## config.mk

```make
export PLATFORM = sky130hd
export DESIGN_NAME = countdown_sequencer
export DESIGN_NICKNAME = d
export VERILOG_FILES = /design/src/rtl/countdown_pkg.sv /design/src/rtl/bcd_digit_down.sv /design/src/rtl/countdown_sequencer.sv
export SDC_FILE = /design/constraint.sdc
export NUM_CORES = 1
export LEC_CHECK = 0
export ABC_AREA = 1
export CAP_MARGIN = 20
export CORE_UTILIZATION = 45
export CTS_BUF_LIST = sky130_fd_sc_hd__clkbuf_4
export CTS_CLUSTER_SIZE = 12
export DETAILED_ROUTE_END_ITERATION = 12
export PLACE_DENSITY = 0.86
export SETUP_SLACK_MARGIN = 0.4
export SYNTH_ARGS = -nofsm -noshare
export SYNTH_HDL_FRONTEND = slang
export SYNTH_SLANG_ARGS = --single-unit
```

## constraint.sdc

```tcl
create_clock -name clk -period 1.1 [get_ports clk]
set_input_delay 0.275 -clock clk [delete_from_list [all_inputs] [get_ports clk]]
set_output_delay 0.275 -clock clk [all_outputs]
set_load 0.005 [all_outputs]
```

## src/rtl/countdown_pkg.sv

```systemverilog
// Shared types and constants for the countdown sequencer.
// State encoding, BCD limit, default tick count and a digit clamp helper.
package countdown_pkg;

   typedef enum logic [1:0] {
      IDLE   = 2'd0,
      RUN    = 2'd1,
      PAUSED = 2'd2
   } state_t;

   localparam logic [3:0] BCD_MAX = 4'd9;
   localparam int TICKS_PER_SEC_DEF = 10;

   function automatic logic [3:0] bcd_clamp(input logic [3:0] d);
      return (d > BCD_MAX) ? BCD_MAX : d;
   endfunction

endpackage

```

## src/rtl/bcd_digit_down.sv

```systemverilog
// One BCD down-counting digit with load (clamped to 9) and borrow out.
// Ports: clk, rst (sync, active-low), load, load_val, dec -> digit, borrow, is_zero.
import countdown_pkg::*;

module bcd_digit_down (
   input  logic       clk,
   input  logic       rst,
   input  logic       load,
   input  logic [3:0] load_val,
   input  logic       dec,
   output logic [3:0] digit,
   output logic       borrow,
   output logic       is_zero
);

   always_ff @(posedge clk) begin
      if (!rst)
         digit <= 4'd0;
      else if (load)
         digit <= bcd_clamp(load_val);
      else if (dec)
         digit <= is_zero ? BCD_MAX : digit - 4'd1;
   end

   assign is_zero = (digit == 4'd0);
   assign borrow  = dec & is_zero;

endmodule

```

## src/rtl/countdown_sequencer.sv

```systemverilog
// Two-digit BCD seconds countdown driven by 100 ms ticks from the tick timer.
// Ports: clk, rst (sync, active-low), start, load_tens, load_ones, pause,
//   abort, tick_in -> timer_enable, tens, ones, busy, expired.
// Optional: COUNTDOWN_PAUSE_EN enables the pause input and PAUSED state.
import countdown_pkg::*;

module countdown_sequencer #(
   parameter int TICKS_PER_SEC = TICKS_PER_SEC_DEF
) (
   input  logic       clk,
   input  logic       rst,
   input  logic       start,
   input  logic [3:0] load_tens,
   input  logic [3:0] load_ones,
   input  logic       pause,
   input  logic       abort,
   input  logic       tick_in,
   output logic       timer_enable,
   output logic [3:0] tens,
   output logic [3:0] ones,
   output logic       busy,
   output logic       expired
);

   localparam logic [3:0] TICK_LAST = 4'(TICKS_PER_SEC - 1);

   state_t     state, state_n;
   logic [3:0] tick_cnt, cnt_n;
   logic       exp_n;
   logic       pause_on;
   logic       load, load_zero;
   logic       wrap, final_tick;
   logic       dec_ones, borrow_ones, borrow_tens;
   logic       ones_zero, tens_zero;

`ifdef COUNTDOWN_PAUSE_EN
   assign pause_on = pause;
`else
   logic unused_pause;
   assign unused_pause = pause;
   assign pause_on     = 1'b0;
`endif

   assign load      = (state == IDLE) & start;
   assign load_zero = (load_tens == 4'd0) & (load_ones == 4'd0);
   assign wrap      = (state == RUN) & tick_in & (tick_cnt == TICK_LAST);

   // Last second ends when 01 decrements; this beats a concurrent pause.
   assign final_tick = wrap & tens_zero & ~ones_zero
                     & (ones[3:1] == 3'd0);

   assign dec_ones = ~abort & wrap & (final_tick | ~pause_on);

   bcd_digit_down u_ones (
      .clk      (clk),
      .rst      (rst),
      .load     (load),
      .load_val (load_ones),
      .dec      (dec_ones),
      .digit    (ones),
      .borrow   (borrow_ones),
      .is_zero  (ones_zero)
   );

   bcd_digit_down u_tens (
      .clk      (clk),
      .rst      (rst),
      .load     (load),
      .load_val (load_tens),
      .dec      (borrow_ones),
      .digit    (tens),
      .borrow   (borrow_tens),
      .is_zero  (tens_zero)
   );

   logic unused_borrow;
   assign unused_borrow = borrow_tens;

   always_comb begin
      state_n = state;
      cnt_n   = tick_cnt;
      exp_n   = 1'b0;
      unique case (state)
         IDLE: begin
            cnt_n = 4'd0;
            if (start) begin
               state_n = load_zero ? IDLE : RUN;
               exp_n   = load_zero;
            end
         end
         RUN: begin
            if (abort) begin
               state_n = IDLE;
               cnt_n   = 4'd0;
            end else if (final_tick) begin
               state_n = IDLE;
               cnt_n   = 4'd0;
               exp_n   = 1'b1;
            end else if (pause_on) begin
               state_n = PAUSED;
            end else if (tick_in) begin
               cnt_n = wrap ? 4'd0 : tick_cnt + 4'd1;
            end
         end
`ifdef COUNTDOWN_PAUSE_EN
         PAUSED: begin
            if (abort) begin
               state_n = IDLE;
               cnt_n   = 4'd0;
            end else if (!pause) begin
               state_n = RUN;
            end
         end
`endif
         default: begin
            state_n = IDLE;
            cnt_n   = 4'd0;
         end
      endcase
   end

   always_ff @(posedge clk) begin
      if (!rst) begin
         state        <= IDLE;
         tick_cnt     <= 4'd0;
         expired      <= 1'b0;
         timer_enable <= 1'b0;
         busy         <= 1'b0;
      end else begin
         state        <= state_n;
         tick_cnt     <= cnt_n;
         expired      <= exp_n;
         timer_enable <= (state_n == RUN);
         busy         <= (state_n != IDLE);
      end
   end

endmodule
```

==> impl_metrics.toml <==
[detailed_routing]
wl_met2_mm = 1.56
highest_layer = "met4"
routedWlPerCell_um = 12.4
via_per_inst = 5.04
drc = 0
antenna_left = 0
firstDrtPassIters = 4
vias = 1241
drt_iter0_markers = 31
wl_met1_mm = 1.28
route.met3.wl_um = 145
routed_wl_mm = 3.04

[worst_setup_path]
cp_max_fo = 5
required_ns = 1.30
path_class = "reg2reg"
critPathArrivalTime_ns = 1.49
crit_path_start_kind = "register"
cp-end-kind = "register"

[synth]
syn_nets = 184
synthCells = 168
syn_area_mm2 = 0.00107
ys_types = 24
yosysSeqAreaShare = 0.319
yosysWarnings = 0
avgSynthCellArea_um2 = 6.35
ys_seq_elements = 17

[timing]
fin_crit_sh = 1.17
period_needed_ns = 1.29
rsz0062_at_grt = "true"
finalSetupViolCount = 16
finalMaxSlewViolations = 0
hold_slack_ns = 0.523
fin_tns_setup_ns = -2.27
clock_skew_ns = 0.00209
fmax_ghz = 0.776
final-hold-violation-count = 0
fin_ws_ns = -0.188

[placed_design]
place_ws_ns = -0.441
place_congestion = 0.908
hpwl_mm = 2.11
numPortBuffers = 23

[finish]
area_growth_pct = 54.8
final_util = 0.746
fillerInstances = 155
drive_gt1_frac = 0.431
final_nets = 235
diodes = 0

[pwr]
power_density_mw_per_mm2 = 910
irDropWorstVdd_mv = 0.854
power.leakage_nw = 0.774

[floorplan]
start_util = 0.482
io_pins = 25
die_h_um = 50.7
die_w_um = 50.7
core-area_mm2 = 0.00221
rows = 17
die_area_mm2 = 0.00257

[grt]
grt_max_degree = 10
antenna_found_initial = 0
grt_pass1_vias = 1187
grt_use_total = 0.249
grt_pass1_wl_mm = 4.78
overflow = 0

[clock_network]
cts-root-buf = "clkbuf_4"
clk_pin_slew_ns = 0.09
clk_latency_ns = 0.30
cts.path.max_buffers = 2
cts_buffers = 3
htree_levels = 1
cts_tree = "built"
cts_sinks = 17

[hold_path]
hold_path_class = "reg2reg"

[run_status]
violations = "setup timing"
status = "complete, but fails checks"

[job]
drv_cap = 0
## state kept, by name, summed over array words and instances, names as in the netlist
| register | flops |
|---|---|
| timer_enable | 1 |
| u_tens.digit | 4 |
| u_ones.digit | 4 |
| expired | 1 |
| state | 2 |
| tick_cnt | 4 |
| busy | 1 |
## area by class of cell
cell class	count	area [µm²]	area share
Multi-Input combinational cell	126	731	0.443
Timing Repair Buffer	49	408	0.247
Sequential cell	17	364	0.221
Inverter	22	82.6	0.0500
Tap cell	28	35.0	0.0212
Clock buffer	4	30.0	0.0182
## per-stage QoR
stage	cells	power [W]	area, µm²
after CTS	244	0.00145	1560
after global placement	234	0.00106	1460
after detailed placement	234	0.00107	1460
after floorplan	168	0.000885	1080
final	246	0.00150	1650
after global routing	246	0.00157	1650
## where the power goes
| group | internal (W) | switching (W) | total [W] |
|---|---|---|---|
| combinational | 0.000225 | 0.000254 | 0.000479 |
| clock | 0.000166 | 0.000198 | 0.000364 |
| sequential | 0.000643 | 0.0000163 | 0.000660 |
## per-layer routing
layer	track usage	up-vias
met5	0	-
met3	0.0485	7
met2	0.456	36
li1	-	621
met1	0.278	577
met4	0.102	0
## cells in the final DEF, fill, tap and decap left out, types with 2 or more instances in the layout
cell	netlist	final
dfxtp_4	0	3
buf_4	0	24
nand4_1	2	2
o21ai_1	1	2
clkbuf_4	0	4
nand2_1	44	42
nor2_2	2	10
nand3_1	11	7
inv_2	2	5
clkdlybuf4s50_1	0	11
dfxtp_1	17	4
nand2_4	2	3
buf_6	2	7
nand2_2	2	3
a21oi_1	8	4
o21ai_2	0	2
dfxtp_2	0	10
nand3_2	3	5
nand3_4	1	3
inv_1	20	17
a21oi_2	0	4
nor2_1	33	23
buf_2	1	6
nor2_4	2	4
o21ai_0	8	5
## kinds of logic (layout without fill, tap and decap cells)
kind of cell | count (synthesis) | count (layout) | synth area share
AND/OR/NAND/NOR | 105 | 105 | 0.462
buffers and inverters | 25 | 75 | 0.103
XOR/XNOR | 1 | 1 | 0.00822
AO/OA/AOI/OAI | 17 | 17 | 0.0798
adder cells (fa/ha/maj) | 2 | 2 | 0.0235
flip-flops | 17 | 17 | 0.319
other | 1 | 1 | 0.00352
## timing repair
action | 4_1_cts | 5_1_grt
buffers inserted | 6 | 2
gates cloned | 0 | 0
pin swaps | 9 | 9
resized for setup | 71 | 25
hold buffers | 0 | 0
endpoints found under the hold margin | 0 | 0
endpoints found under the setup margin | 27 | 27
## worst max-delay path, cell delays in order (launching register included)
cell and delay (ns):
dfxtp_2 0.34, inv_2 0.08, ha_4 0.16, nand2_2 0.05, nor2_2 0.09, nand3_2 0.11
nand2_4 0.13, nand2_4 0.08, nor2_2 0.10, nor2_1 0.04
## final timing paths
path	cells past startpoint	start	endpoint	slack, ns
setup / recovery	9	tick_cnt[1]	u_tens.digit[0]	-0.19
hold / removal	2	tick_cnt[2]	tick_cnt[2]	0.52
setup reg to reg	9	tick_cnt[1]	u_tens.digit[0]	-0.19
hold reg to reg	2	tick_cnt[2]	tick_cnt[2]	0.52
## Yosys cell counts
cell,number,area (µm²)
a21oi_1,8,40.0
and2_1,1,6.26
buf_2,1,5.00
buf_6,2,22.5
conb_1,1,3.75
dfxtp_1,17,340
ha_1,2,25.0
inv_1,20,75.1
inv_2,2,7.51
nand2_1,44,165
nand2_2,2,12.5
nand2_4,2,22.5
nand3_1,11,55.1
nand3_2,3,30.0
nand3_4,1,17.5
nand3b_1,1,7.51
nand4_1,2,12.5
nor2_1,33,124
nor2_2,2,12.5
nor2_4,2,22.5
nor3_1,1,5.00
o21ai_0,8,40.0
o21ai_1,1,5.00
xor2_1,1,8.76
(Power assumes the default switching activity.)
